[src/rtl/ita_package.sv]
// Shared ITA types and sizes used by the output buffer and the controller.
package ita_package;

  localparam int unsigned N         = 16;
  localparam int unsigned WI        = 8;
  localparam int unsigned FifoDepth = 4;

  typedef enum logic [3:0] {
    Idle,
    Q,
    K,
    V,
    QK,
    AV,
    OW,
    F1,
    F2,
    MatMul
  } step_e;

  typedef logic [N-1:0][WI-1:0] oup_t;

  typedef struct packed {
    oup_t  data;
    step_e step;
    logic  last;
  } oup_entry_t;

endpackage

[src/rtl/ita_skid_reg.sv]
// Valid/ready register pair: outputs come straight from flops and in_ready_o
// depends only on local state, so no ready-to-valid path crosses the stage.
module ita_skid_reg #(
  parameter int unsigned Width = 8
) (
  input  logic             clk_i,
  input  logic             rst_ni,
  input  logic             clear_i,
  input  logic             in_valid_i,
  output logic             in_ready_o,
  input  logic [Width-1:0] in_data_i,
  output logic             out_valid_o,
  input  logic             out_ready_i,
  output logic [Width-1:0] out_data_o
);

  logic             out_valid_q, skid_valid_q;
  logic [Width-1:0] out_data_q, skid_data_q;
  logic             in_fire, out_load;

  assign in_ready_o = !skid_valid_q;
  assign in_fire    = in_valid_i && in_ready_o;
  assign out_load   = !out_valid_q || out_ready_i;

  // Output register refills from the skid slot first, else from the input.
  always_ff @(posedge clk_i or negedge rst_ni) begin
    if (!rst_ni) begin
      out_valid_q  <= 1'b0;
      out_data_q   <= '0;
      skid_valid_q <= 1'b0;
    end else if (clear_i) begin
      out_valid_q  <= 1'b0;
      skid_valid_q <= 1'b0;
    end else if (out_load) begin
      if (skid_valid_q) begin
        out_valid_q  <= 1'b1;
        out_data_q   <= skid_data_q;
        skid_valid_q <= 1'b0;
      end else begin
        out_valid_q <= in_fire;
        if (in_fire) out_data_q <= in_data_i;
      end
    end else if (in_fire) begin
      skid_valid_q <= 1'b1;
    end
  end

  // Skid slot payload is never reset; its valid bit guards it.
  always_ff @(posedge clk_i) begin
    if (in_fire && !out_load) skid_data_q <= in_data_i;
  end

  assign out_valid_o = out_valid_q;
  assign out_data_o  = out_data_q;

endmodule

[src/rtl/ita_output_fifo.sv]
// Output buffer between requantizer and output port: circular FIFO of tagged
// result words. Define ITA_OUP_FIFO_REG_OUT_EN to register the head through a skid pair.
module ita_output_fifo
  import ita_package::*;
#(
  parameter int unsigned Depth = FifoDepth,
  parameter int unsigned DataW = N * WI
) (
  input  logic                   clk_i,
  input  logic                   rst_ni,
  input  logic                   clear_i,
  input  logic                   push_i,
  input  logic [DataW-1:0]       data_i,
  input  step_e                  step_i,
  input  logic                   last_i,
  output logic                   oup_valid_o,
  input  logic                   oup_ready_i,
  output logic [DataW-1:0]       oup_data_o,
  output step_e                  oup_step_o,
  output logic                   oup_last_o,
  output logic [$clog2(Depth):0] count_o,
  output logic                   full_o,
  output logic                   empty_o,
  output logic                   overflow_o
);

  localparam int unsigned PtrW = $clog2(Depth);
  localparam int unsigned CntW = PtrW + 1;

  oup_entry_t      mem_q [Depth];
  oup_entry_t      wr_entry, head;
  logic [PtrW-1:0] wptr_q, rptr_q;
  logic [CntW-1:0] count_q, count_d;
  logic            full_q, empty_q, overflow_q;
  logic            pop, push_ok, push_drop, rd_adv;

  assign wr_entry  = '{data: data_i, step: step_i, last: last_i};
  assign pop       = oup_valid_o && oup_ready_i && !clear_i;
  assign push_ok   = push_i && !clear_i && (!full_q || pop);
  assign push_drop = push_i && !clear_i && full_q && !pop;
  assign count_d   = count_q + CntW'(push_ok) - CntW'(pop);

`ifdef ITA_OUP_FIFO_REG_OUT_EN
  // count_q spans storage plus the output stage; st_count_q is storage alone.
  logic [CntW-1:0]               st_count_q;
  logic                          st_valid, st_ready, st_rd;
  logic [$bits(oup_entry_t)-1:0] skid_out;

  assign st_valid = (st_count_q != '0);
  assign st_rd    = st_valid && st_ready && !clear_i;
  assign rd_adv   = st_rd;

  ita_skid_reg #(
    .Width($bits(oup_entry_t))
  ) u_skid (
    .clk_i       (clk_i),
    .rst_ni      (rst_ni),
    .clear_i     (clear_i),
    .in_valid_i  (st_valid),
    .in_ready_o  (st_ready),
    .in_data_i   (mem_q[rptr_q]),
    .out_valid_o (oup_valid_o),
    .out_ready_i (oup_ready_i),
    .out_data_o  (skid_out)
  );

  assign head = oup_entry_t'(skid_out);

  always_ff @(posedge clk_i or negedge rst_ni) begin
    if (!rst_ni)      st_count_q <= '0;
    else if (clear_i) st_count_q <= '0;
    else              st_count_q <= st_count_q + CntW'(push_ok) - CntW'(st_rd);
  end
`else
  // Head is muxed straight from storage; forced to zero while empty.
  assign rd_adv      = pop;
  assign oup_valid_o = !empty_q;
  assign head        = empty_q ? '0 : mem_q[rptr_q];
`endif

  assign oup_data_o = head.data;
  assign oup_step_o = head.step;
  assign oup_last_o = head.last;

  // Storage payload is not reset.
  always_ff @(posedge clk_i) begin
    if (push_ok) mem_q[wptr_q] <= wr_entry;
  end

  always_ff @(posedge clk_i or negedge rst_ni) begin
    if (!rst_ni) begin
      wptr_q     <= '0;
      rptr_q     <= '0;
      count_q    <= '0;
      full_q     <= 1'b0;
      empty_q    <= 1'b1;
      overflow_q <= 1'b0;
    end else if (clear_i) begin
      wptr_q     <= '0;
      rptr_q     <= '0;
      count_q    <= '0;
      full_q     <= 1'b0;
      empty_q    <= 1'b1;
      overflow_q <= 1'b0;
    end else begin
      if (push_ok) wptr_q <= wptr_q + PtrW'(1);
      if (rd_adv)  rptr_q <= rptr_q + PtrW'(1);
      count_q    <= count_d;
      full_q     <= (count_d == CntW'(Depth));
      empty_q    <= (count_d == '0);
      overflow_q <= overflow_q || push_drop;
    end
  end

  assign count_o    = count_q;
  assign full_o     = full_q;
  assign empty_o    = empty_q;
  assign overflow_o = overflow_q;

endmodule

[config.mk]
export PLATFORM = sky130hd
export DESIGN_NAME = ita_output_fifo
export DESIGN_NICKNAME = d
export VERILOG_FILES = /design/src/rtl/ita_package.sv /design/src/rtl/ita_skid_reg.sv /design/src/rtl/ita_output_fifo.sv
export SDC_FILE = /design/constraint.sdc
export NUM_CORES = 1
export LEC_CHECK = 0
export CORE_UTILIZATION = 57
export CTS_BUF_LIST = sky130_fd_sc_hd__clkbuf_8
export DETAILED_ROUTE_END_ITERATION = 10
export MAX_ROUTING_LAYER = met4
export PLACE_DENSITY = 0.82
export SETUP_SLACK_MARGIN = 0.1
export SYNTH_ARGS = -nofsm -noshare
export SYNTH_HDL_FRONTEND = slang
export SYNTH_SLANG_ARGS = --single-unit
export TNS_END_PERCENT = 20
[constraint.sdc]
create_clock -name clk_i -period 5.97 [get_ports clk_i]
set_clock_uncertainty 0.2 [all_clocks]
set_input_delay 0.8955 -clock clk_i [delete_from_list [all_inputs] [get_ports clk_i]]
set_output_delay 0.8955 -clock clk_i [all_outputs]
set_load 0.005 [all_outputs]
==> flow_metrics.py <==
metrics = {
    "detailed_routing": {
        "drt_drc_violations_left": 0,
        "post_drt_wl_per_cell_um": 22.6,
        "postRouteAntennaNets": 0,
        "avgViaCountPerCell": 5.59,
        "dr.first_iter.drc_count": 642,
        "firstDrtPassIters": 5,
        "vias": 9863,
        "routed_wl_um": 39900,
    },
    "cells_and_area": {
        "fin_util_pct": 71.4,
        "final_cell_mix": "edfxtp_1, clkdlybuf4s50_1, mux4_2, and2_1, clkbuf_8",
        "drive_gt1_share_pct": 20.1,
        "final_cell_area_um2": 25400,
        "fill_cells": 2129,
        "final_common_cell": "edfxtp_1",
        "fin_cells": 1764,
        "nets": 1376,
        "syn_to_final_growth_pct": 23.4,
    },
    "sta": {
        "totalNegativeSetupSlack_ns": 0,
        "rsz0062_at_grt": "false",
        "finalSetupViolCount": 0,
        "worst_pin_slew_ns": 1.01,
        "hold_viol": 0,
        "slew_headroom_pct": 33.0,
        "fmax_ghz": 0.224,
        "layout_min_cycle_time_ns": 4.46,
        "finalCritPeriodShare_pct": 74.7,
        "slew_violations": 0,
    },
    "synth": {
        "netlist_instances": 895,
        "avgSynthCellArea_um2": 23.0,
        "synthSimpleGateAreaFrac_pct": 4.49,
        "synth_compound_area_share_pct": 0.115,
        "yosys-mux-area-fraction_pct": 14.7,
        "yosysSeqAreaShare_pct": 78.8,
        "synth_xor_area_share_pct": 0.194,
        "synthAdderAreaFrac_pct": 0.462,
        "yosys_warnings": 0,
        "yosysUniqueCellTypes": 21,
        "synth_top_family_by_area": "multiplexers",
        "syn_nets": 1040,
        "synthesis.area_um2": 20600,
        "synth_seq_cells": 542,
    },
    "global_route": {
        "track_usage_pct": 22.9,
        "grt_max_degree": 99,
        "grt_pass1_wl_um": 59700,
        "grt_overflow_total": 0,
        "grt_pass1_vias": 10400,
        "antenna_found_initial": 7,
    },
    "cts": {
        "clkSinkCount": 542,
        "clk_latency_ns": 0.61,
        "cts-root-buf": "clkbuf_8",
        "htree_levels": 3,
        "cts_resized": 0,
        "clk_pin_slew_ns": 0.06,
        "cts_tree": "done",
        "cts.path.max_buffers": 3,
        "hold_buffers": 0,
        "postCtsSetupBuffers": 0,
        "cts_buffers": 83,
    },
    "floorplanning": {
        "start_util_pct": 57.9,
        "die_h_um": 192,
        "num_rows": 69,
        "ios": 278,
        "core-area_um2": 35600,
        "die_area_um2": 36900,
        "die_w_um": 192,
    },
    "critical_path": {
        "crit_path_max_incr_delay_ns": 1.03,
        "crit_path_start_kind": "flop",
        "cp_cell_sequence": "buf_4, mux4_2, and2_1, clkdlybuf4s50_1",
        "worstPathArrival_ns": 3.36,
        "crit_required_ns": 4.87,
        "slowest_stage": "dfrtp_4",
        "cp_max_fo": 48,
        "endpoint_kind": "output pin",
        "crit_type": "flop to output pin",
    },
    "place": {
        "io_buffer_count": 277,
        "place_area_um2": 23900,
        "post-place-cells": 1607,
        "hpwl_um": 24100,
        "place_congestion": 0.745,
    },
    "power_and_ir_drop": {
        "peakVddDrop_mv": 0.347,
        "power_density_nw_per_um2": 365,
        "leakagePower_nw": 8.16,
    },
    "job": {
        "drv_cap": 0,
    },
    "worst_hold_path": {
        "hold_class": "flop to flop",
    },
    "run_status": {
        "status": "completed",
    },
}
==> routing by layer <==
layer | global-route usage [%] | vias up | part of all wire, %
li1 | - | 4343 | -
met1 | 29.7 | 5083 | 40
met2 | 35.8 | 389 | 49
met3 | 6.47 | 48 | 8.8
met4 | 7.03 | 0 | 1.6
met5 | - | - | 0
==> path summary, 6_finish.rpt <==
| path | startpoint | end | slack, ns | cells after the start |
|---|---|---|---|---|
| worst max-delay path | rptr_q[0]$_DFFE_PN0P_ | oup_data_o[5] | 1.51 | 4 |
| worst min register to register | overflow_o$_DFF_PN0_ | overflow_o$_DFF_PN0_ | 0.35 | 2 |
| worst max register to register | empty_o$_DFF_PN1_ | full_o$_DFF_PN0_ | 3.01 | 11 |
| worst min-delay path | overflow_o$_DFF_PN0_ | overflow_o$_DFF_PN0_ | 0.35 | 2 |
| min in group asynchronous | rst_ni | overflow_o$_DFF_PN0_ | 0.41 | 1 |
| max in group asynchronous | rst_ni | rptr_q[1]$_DFFE_PN0P_ | 4.79 | 1 |
==> flip-flops by register name, indices dropped and copies added, names as in the netlist <==
| signal | cells |
|---|---|
| overflow_o | 1 |
| mem_q | 532 |
| wptr_q | 2 |
| rptr_q | 2 |
| empty_o | 1 |
| full_o | 1 |
| count_o | 3 |
==> stage by stage <==
stage	power, mW	worst slack [ns]	hold slack [ns]
global route	9.68	1.26	0.398
global placement	6.66	1.92	0.328
floorplan	5.67	0.856	0.286
detailed placement	6.70	1.90	0.309
CTS	9.40	1.36	0.340
finish	9.28	1.51	0.353
==> cell usage after synthesis <==
cell type	number	area [µm²]
edfxtp_1	532	16000
and2_1	137	857
mux4_2	133	3000
clkbuf_1	22	82.6
buf_2	16	80.1
nor2_1	11	41.3
dfrtp_1	9	225
buf_6	7	78.8
inv_1	7	26.3
ha_1	6	75.1
a21oi_1	2	10.0
mux2_2	2	22.5
nand2b_1	2	12.5
xor2_1	2	17.5
a21boi_0	1	7.51
a31oi_1	1	6.26
and3_1	1	6.26
dfstp_2	1	26.3
fa_1	1	20.0
nand3b_1	1	7.51
xnor3_1	1	22.5
==> layout make-up <==
type	instances	area (µm²)	area share, %
Clock inverter	61	260	1.02
Sequential cell	542	16200	63.9
Timing Repair Buffer	296	2980	11.7
Inverter	7	27.5	0.108
Antenna cell	9	22.5	0.0886
Multi-Input combinational cell	301	4110	16.2
Tap cell	461	577	2.27
Clock buffer	87	1200	4.71
==> cell families after synthesis <==
| kind of cell | count (synthesis) |
|---|---|
| fa+ha+maj | 7 |
| compound gates | 4 |
| flops | 542 |
| xor+xnor | 3 |
| buf+inv | 52 |
| simple gates | 152 |
| mux | 135 |
==> worst max-delay path, delay by kind of cell (launching register included) <==
family / cells / cell delay, ns
muxes: 1 / 0.56
and+or+nand+nor: 1 / 0.18
buffers and inverters: 2 / 0.93
DFF: 1 / 1.03
==> power by group <==
group | internal, mW | total [mW] | switching, mW
Clock | 1.35 | 2.70 | 1.35
Sequential | 4.46 | 4.58 | 0.120
Combinational | 1.18 | 2.00 | 0.822
(Power assumes the default switching activity.)
